<file path="src/rtl/scope_pkg.sv">
// ----------------------------------------------------------------------------
// scope_pkg
//   Shared definitions for the scope capture path and the VGA trace renderer:
//   default buffer geometry, capture FSM state encoding and scope mode codes.
// ----------------------------------------------------------------------------
package scope_pkg;

   // Default geometry, also used by the VGA renderer
   localparam int unsigned SCOPE_SAMPLE_W = 12;
   localparam int unsigned SCOPE_ADDR_W   = 10;
   localparam int unsigned SCOPE_DEPTH    = 640;

   // Capture FSM state; the encoding is visible on state_o / HEX display
   typedef enum logic [2:0] {
      ST_IDLE  = 3'd0,
      ST_FILL  = 3'd1,
      ST_ARMED = 3'd2,
      ST_POST  = 3'd3,
      ST_DONE  = 3'd4
   } cap_state_t;

   // Scope run mode as written by software into cfg_mode
   typedef enum logic [1:0] {
      MODE_AUTO   = 2'd0,
      MODE_NORMAL = 2'd1,
      MODE_SINGLE = 2'd2,
      MODE_STOP   = 2'd3
   } scope_mode_t;

   // Modes that re-arm by themselves without a cfg_arm pulse
   function automatic logic is_free_run(input scope_mode_t m);
      return (m == MODE_AUTO) || (m == MODE_NORMAL);
   endfunction

endpackage

</file>
<file path="src/rtl/scope_trig_detect.sv">
// ----------------------------------------------------------------------------
// scope_trig_detect
//   Decimation counter, previous-accepted-sample register and edge compare.
//   Ports:
//     clk, reset    : clock, asynchronous active-high reset
//     active        : capture is running (FILL/ARMED/POST); gates counting
//     restart       : capture (re)starts next cycle; clears the decimation
//                     counter and suppresses a trigger on the first sample
//     sample_valid  : ADC strobe
//     sample_data   : ADC code
//     level, rising : latched trigger level and polarity
//     decim         : latched decimation (keep 1 of decim+1 strobes)
//     accept        : this strobe is an accepted (kept) sample
//     trig_hit      : accepted sample crosses the level against the previous
//                     accepted sample
// ----------------------------------------------------------------------------
module scope_trig_detect
   import scope_pkg::*;
#(
   parameter int unsigned SAMPLE_W = SCOPE_SAMPLE_W
) (
   input  logic                clk,
   input  logic                reset,
   input  logic                active,
   input  logic                restart,
   input  logic                sample_valid,
   input  logic [SAMPLE_W-1:0] sample_data,
   input  logic [SAMPLE_W-1:0] level,
   input  logic                rising,
   input  logic [7:0]          decim,
   output logic                accept,
   output logic                trig_hit
);

   logic [7:0]          dec_cnt;
   logic [SAMPLE_W-1:0] prev;
   logic                first;
   logic                edge_hit;

   always_comb begin
      accept = active && sample_valid && (dec_cnt == decim);
      if (rising)
         edge_hit = (prev < level) && (sample_data >= level);
      else
         edge_hit = (prev > level) && (sample_data <= level);
      // prev is meaningless for the first sample of a capture
      trig_hit = accept && !first && edge_hit;
   end

   always_ff @(posedge clk or posedge reset) begin
      if (reset) begin
         dec_cnt <= '0;
         prev    <= '0;
         first   <= 1'b1;
      end else if (restart) begin
         dec_cnt <= '0;
         first   <= 1'b1;
      end else if (active && sample_valid) begin
         if (dec_cnt == decim) begin
            dec_cnt <= '0;
            prev    <= sample_data;
            first   <= 1'b0;
         end else begin
            dec_cnt <= dec_cnt + 1'b1;
         end
      end
   end

endmodule

</file>
<file path="src/rtl/scope_capture_ctrl.sv">
// ----------------------------------------------------------------------------
// scope_capture_ctrl
//   Writes decimated ADC samples into the circular sample RAM, keeps PRETRIG
//   samples of history before the trigger and announces one complete frame
//   of DEPTH samples per capture to the display.
//   Ports:
//     clk, reset         : clock, asynchronous active-high reset
//     sample_valid/data  : ADC sample stream
//     cfg_trig_level     : trigger threshold
//     cfg_trig_rising    : 1 = rising edge, 0 = falling edge
//     cfg_decim          : keep 1 of every cfg_decim+1 strobes
//     cfg_mode           : 0 auto, 1 normal, 2 single, 3 stop
//     cfg_arm            : start a capture in single mode (IDLE only)
//     disp_busy          : display is reading the buffer; hold in DONE
//     buf_we/waddr/wdata : registered sample RAM write port
//     frame_start        : address of the oldest sample of the last frame
//     frame_done         : one-cycle pulse, new frame complete
//     triggered          : 1 = real edge, 0 = auto timeout
//     state_o            : FSM state encoding for debug
// ----------------------------------------------------------------------------
module scope_capture_ctrl
   import scope_pkg::*;
#(
   parameter int unsigned SAMPLE_W = SCOPE_SAMPLE_W,
   parameter int unsigned ADDR_W   = SCOPE_ADDR_W,
   parameter int unsigned DEPTH    = SCOPE_DEPTH,
   parameter int unsigned PRETRIG  = 160,
   parameter int unsigned AUTO_TO  = 4096
) (
   input  logic                clk,
   input  logic                reset,
   input  logic                sample_valid,
   input  logic [SAMPLE_W-1:0] sample_data,
   input  logic [SAMPLE_W-1:0] cfg_trig_level,
   input  logic                cfg_trig_rising,
   input  logic [7:0]          cfg_decim,
   input  logic [1:0]          cfg_mode,
   input  logic                cfg_arm,
   input  logic                disp_busy,
   output logic                buf_we,
   output logic [ADDR_W-1:0]   buf_waddr,
   output logic [SAMPLE_W-1:0] buf_wdata,
   output logic [ADDR_W-1:0]   frame_start,
   output logic                frame_done,
   output logic                triggered,
   output logic [2:0]          state_o
);

   localparam int unsigned POST_LEN = DEPTH - PRETRIG;
   localparam int unsigned TO_W     = $clog2(AUTO_TO + 1);

   cap_state_t          state;
   scope_mode_t         live_mode;
   scope_mode_t         lat_mode;
   logic [SAMPLE_W-1:0] lat_level;
   logic                lat_rising;
   logic [7:0]          lat_decim;

   logic [ADDR_W-1:0]   wptr;
   logic [ADDR_W-1:0]   wptr_next;
   logic [ADDR_W-1:0]   trig_addr;
   logic [ADDR_W-1:0]   t_src;
   logic [ADDR_W-1:0]   fill_cnt;
   logic [ADDR_W-1:0]   post_cnt;
   logic [ADDR_W-1:0]   fs_calc;
   logic [ADDR_W:0]     fs_sum;
   logic [TO_W-1:0]     to_cnt;

   logic                active;
   logic                start_cap;
   logic                stop;
   logic                wr_en;
   logic                forced;
   logic                accept;
   logic                trig_hit;

   scope_trig_detect #(
      .SAMPLE_W (SAMPLE_W)
   ) u_trig (
      .clk          (clk),
      .reset        (reset),
      .active       (active),
      .restart      (start_cap),
      .sample_valid (sample_valid),
      .sample_data  (sample_data),
      .level        (lat_level),
      .rising       (lat_rising),
      .decim        (lat_decim),
      .accept       (accept),
      .trig_hit     (trig_hit)
   );

   always_comb begin
      live_mode = scope_mode_t'(cfg_mode);
      stop      = (live_mode == MODE_STOP);
      active    = (state == ST_FILL) || (state == ST_ARMED) || (state == ST_POST);

      // start_cap marks the cycle on which a new capture begins (IDLE/DONE exit)
      start_cap = 1'b0;
      case (state)
         ST_IDLE: start_cap = is_free_run(live_mode) ||
                              ((live_mode == MODE_SINGLE) && cfg_arm);
         ST_DONE: start_cap = !disp_busy && is_free_run(live_mode);
         default: start_cap = 1'b0;
      endcase

      // A stop request wins over a sample arriving on the same cycle
      wr_en  = active && accept && !stop;
      forced = (lat_mode == MODE_AUTO) && (to_cnt == TO_W'(AUTO_TO));

      wptr_next = (wptr == ADDR_W'(DEPTH - 1)) ? '0 : wptr + 1'b1;

      // (T - PRETRIG) mod DEPTH computed as (T + DEPTH - PRETRIG) mod DEPTH;
      // T comes straight from wptr when the trigger sample is also the last
      t_src   = (state == ST_ARMED) ? wptr : trig_addr;
      fs_sum  = {1'b0, t_src} + (ADDR_W + 1)'(POST_LEN);
      fs_calc = (fs_sum >= (ADDR_W + 1)'(DEPTH)) ?
                ADDR_W'(fs_sum - (ADDR_W + 1)'(DEPTH)) : fs_sum[ADDR_W-1:0];
   end

   assign state_o = state;

   always_ff @(posedge clk or posedge reset) begin
      if (reset) begin
         state       <= ST_IDLE;
         lat_mode    <= MODE_AUTO;
         lat_level   <= '0;
         lat_rising  <= 1'b0;
         lat_decim   <= '0;
         wptr        <= '0;
         trig_addr   <= '0;
         fill_cnt    <= '0;
         post_cnt    <= '0;
         to_cnt      <= '0;
         buf_we      <= 1'b0;
         buf_waddr   <= '0;
         buf_wdata   <= '0;
         frame_start <= '0;
         frame_done  <= 1'b0;
         triggered   <= 1'b0;
      end else begin
         buf_we     <= wr_en;
         frame_done <= 1'b0;

         if (wr_en) begin
            buf_waddr <= wptr;
            buf_wdata <= sample_data;
            wptr      <= wptr_next;
         end

         if (start_cap) begin
            lat_mode   <= live_mode;
            lat_level  <= cfg_trig_level;
            lat_rising <= cfg_trig_rising;
            lat_decim  <= cfg_decim;
            fill_cnt   <= '0;
         end

         case (state)
            ST_IDLE: begin
               if (start_cap)
                  state <= ST_FILL;
            end

            ST_FILL: begin
               if (stop) begin
                  state <= ST_IDLE;
               end else if (accept) begin
                  if (fill_cnt == ADDR_W'(PRETRIG - 1)) begin
                     state  <= ST_ARMED;
                     to_cnt <= '0;
                  end else begin
                     fill_cnt <= fill_cnt + 1'b1;
                  end
               end
            end

            ST_ARMED: begin
               if (stop) begin
                  state <= ST_IDLE;
               end else if (accept) begin
                  if (trig_hit || forced) begin
                     trig_addr <= wptr;
                     triggered <= trig_hit;
                     post_cnt  <= ADDR_W'(1);
                     if (POST_LEN == 1) begin
                        frame_start <= fs_calc;
                        frame_done  <= 1'b1;
                        state       <= ST_DONE;
                     end else begin
                        state <= ST_POST;
                     end
                  end else if (to_cnt != TO_W'(AUTO_TO)) begin
                     to_cnt <= to_cnt + 1'b1;
                  end
               end
            end

            ST_POST: begin
               if (stop) begin
                  state <= ST_IDLE;
               end else if (accept) begin
                  if (post_cnt == ADDR_W'(POST_LEN - 1)) begin
                     frame_start <= fs_calc;
                     frame_done  <= 1'b1;
                     state       <= ST_DONE;
                  end else begin
                     post_cnt <= post_cnt + 1'b1;
                  end
               end
            end

            ST_DONE: begin
               if (!disp_busy)
                  state <= start_cap ? ST_FILL : ST_IDLE;
            end

            default: state <= ST_IDLE;
         endcase
      end
   end

endmodule
</file>
<file path="config.mk">
export PLATFORM = sky130hd
export DESIGN_NAME = scope_capture_ctrl
export DESIGN_NICKNAME = d
export VERILOG_FILES = /design/src/rtl/scope_pkg.sv /design/src/rtl/scope_trig_detect.sv /design/src/rtl/scope_capture_ctrl.sv
export SDC_FILE = /design/constraint.sdc
export NUM_CORES = 1
export LEC_CHECK = 0
export ABC_AREA = 1
export CORE_ASPECT_RATIO = 0.75
export CORE_MARGIN = 2
export CORE_UTILIZATION = 50
export CTS_CLUSTER_SIZE = 10
export DETAILED_ROUTE_END_ITERATION = 10
export PLACE_DENSITY_LB_ADDON = 0.25
export SLEW_MARGIN = 20
export SYNTH_ARGS = -nofsm -noshare
export SYNTH_HDL_FRONTEND = slang
export SYNTH_SLANG_ARGS = --single-unit
export TNS_END_PERCENT = 1
</file>
<file path="constraint.sdc">
create_clock -name clk -period 4.1 [get_ports clk]
set_input_delay 0.82 -clock clk [delete_from_list [all_inputs] [get_ports clk]]
set_output_delay 0.82 -clock clk [all_outputs]
set_load 0.05 [all_outputs]
</file>
==> flow_summary.ini <==
[run_status]
status = finished clean

[logic_synthesis]
syn_nets = 973
netlist_instances = 901
ys.warnings.count = 0
synth_simple_gate_area_frac = 0.245
synth-xor-area-share = 0.0252
yosysSeqAreaShare = 0.466
yosysUniqueCellTypes = 43
syn-cell-area_um2 = 7240
synthArstFlopShare = 1.00
synth_mux_area_frac = 0.00276
synth_top_family_by_area = simple AND/OR/NAND/NOR gates
synth_ff_type = dfrtp_1
synth_compound_area_frac = 0.127
syn_avg_cell_area_um2 = 8.04
ys_ff_latch = 135
synth_adder_area_share = 0.0553
synth-edff-count = 0

[worst_setup_path]
cp-startpoint = sample_data[11]
timing.reg2reg.setup_slack_ps = 1410
worstPathRequired_ps = 4430
crit_path_end_kind = flop
crit_fanout = 22
crit_top_cell = nand2_1
worstPathArrival_ps = 3140
rr_startpoint = state_o[0]
slowest_stage = nand2_1
startpoint_type = input port
crit_type = in -> reg
reg2reg_depth = 17
crit_buf_inv = 1
cp_cell_sequence = clkdlybuf4s50_1 > ha_1 > nand2_1 > nor2_1 > and2_1 > nand2_1 > nand3_1 > nand2_1 > nand2_1 > nand2_1 > nand3_4 > nand2_1 > nand2_1 > nand2_1 > o21ai_1
cp_slowest_stage_delay_ps = 480
crit_family = simple AND/OR/NAND/NOR gates
rr_endpoint = frame_start[7]

[grt]
grt_pass1_vias = 5708
track_usage = 0.220
grt_overflow = 0
antenna_found_initial = 0
grt_start_max_net_pins = 136
grt_pass1_wl_um = 27000

[timing]
slew_violations = 0
max_freq_mhz = 357
clock_skew_ps = 7.82
setup_ws_ps = 1300
tightestPinTransition_ps = 757
rsz0062_at_grt = no
fin_crit_ps = 2800
final-hold-violation-count = 0
fin_crit_sh = 0.684
tns_ps = 0
slew_headroom = 0.495
setup_viol = 0

[cts]
post_cts_buffers = 0
clk_latency_ps = 420
cts_buffers = 17
clkTransAtPathRegs_ps = 60
cts_tree = built
cts_hold_buf = 0
clock_sinks = 135
htree_levels = 4
clock_path_buffers = 2
cts_root_buffer = clkbuf_16
cts.repair.resized = 0

[finish]
final_layout_size_suffix_gt1_frac = 0.0786
final_common_cell = nand2_1
fillers = 1238
final_cell_mix = nand2_1 (251), dfrtp_1 (134), inv_1 (109), o21ai_0 (91), clkdlybuf4s50_1 (77)
nNetsFinal = 1051
syn2layout_area_growth_pct = 21.4
n_antenna_cell = 0

[drt]
drt_first_iter_violations = 432
wl_um = 15900
vias_per_cell = 5.03
dr_wl_met2_um = 6940
vias = 5992
wl_per_cell_um = 13.4
antenna_left = 0
top_layer_used = met4
drc_errors = 0
drtPass1Iterations = 5
wl_met3_um = 795
met1Wirelength_um = 7950

[power]
p_per_area_nw_per_um2 = 629
p_leak_uw = 0.00415
irDropWorstVdd_uv = 390
total_power_uw = 5530

[hold_path]
holdPathEnd = frame_start[0]
hold_class = reg -> reg
whs_path_depth = 2
hold_path.startpoint = frame_start[0]

[placement]
pre_cts_ws_ps = 864
place_hpwl_um = 11300
io_buffers = 77
gp_congestion = 0.850

[floorplan]
io_pins = 78
start_util = 0.506
std_cell_rows = 38
fp.coreArea_um2 = 14300
dieWidth_um = 143
die_area_um2 = 15500
die_h_um = 108

[job]
cap_violations = 0
==> registers in the layout (all words and copies together), names as in the netlist <==
register / flops
buf_waddr: 10
buf_wdata: 12
buf_we: 1
fill_cnt: 10
frame_done: 1
frame_start: 10
lat_decim: 8
lat_level: 12
lat_mode: 2
lat_rising: 1
post_cnt: 10
state_o: 3
to_cnt: 13
trig_addr: 10
triggered: 1
u_trig.dec_cnt: 8
u_trig.first: 1
u_trig.prev: 12
wptr: 10
==> worst max-delay path by stage <==
stage | to | slack [ps] | cells past startpoint
after floorplan | frame_start[7] | 1530 | 18
after global placement | triggered | 950 | 15
after detailed placement | trig_addr[6] | 860 | 15
after CTS | trig_addr[5] | 1290 | 15
after global routing | trig_addr[5] | 1030 | 15
final | trig_addr[5] | 1300 | 15
==> routing by layer <==
metal	GRT usage	vias to the layer above
li1	-	3092
met1	0.308	2776
met2	0.338	104
met3	0.0540	20
met4	0.0736	0
met5	0	-
==> area by class of cell <==
class                   count  area, um2  share of cell area
flip-flops and latches    135       3380               0.384
multi-input cells         626       3300               0.375
repair buffers             81        813              0.0925
inverters                 118        452              0.0514
clock buffers              20        447              0.0508
well taps                 200        250              0.0285
clock inverters            12        150              0.0171
==> synthesized netlist by cell type, drive strengths merged (3+ instances only) <==
cell type	instances	area, um2
a21oi	29	145
nor2	52	234
xor2	11	104
o21ai	124	669
a221oi	3	26.3
nor3	14	70.1
nor4	7	43.8
dfrtp	134	3350
nand2	261	1010
nand4	14	87.6
buf	12	81.3
inv	117	444
xnor2	9	78.8
clkbuf	10	37.5
nand3	54	305
ha	32	400
==> stage by stage <==
step	util	area, um2	hold WS (ps)	std cells
after floorplan	-	7250	442	901
after global placement	0.573	8200	455	1160
after detailed placement	0.573	8200	462	1160
after CTS	0.614	8790	474	1192
after global routing	0.614	8790	485	1192
final	0.614	8790	468	1192
==> where the power goes <==
group | switching, uW | leakage [uW] | internal, uW | total [uW]
Sequential | 201 | 0.00176 | 1630 | 1830
Clock | 585 | 0.000298 | 972 | 1560
Combinational | 1420 | 0.00208 | 723 | 2150
Total | 2210 | 0.00415 | 3320 | 5530
==> logic make-up (layout without fill, tap and decap cells) <==
kind of cell	after synthesis	count (layout)
AND/OR/NAND/NOR	405	405
AO/OA/AOI/OAI	167	167
buffers and inverters	140	231
flip-flops	135	135
adder cells (fa/ha/maj)	32	32
XOR/XNOR	20	20
multiplexers	2	2
==> worst min-delay path, stage by stage (launching register included) <==
cell and delay, ps:
dfrtp_1 340, nand2_1 50, nand2_1 50
(Power assumes the default switching activity.)
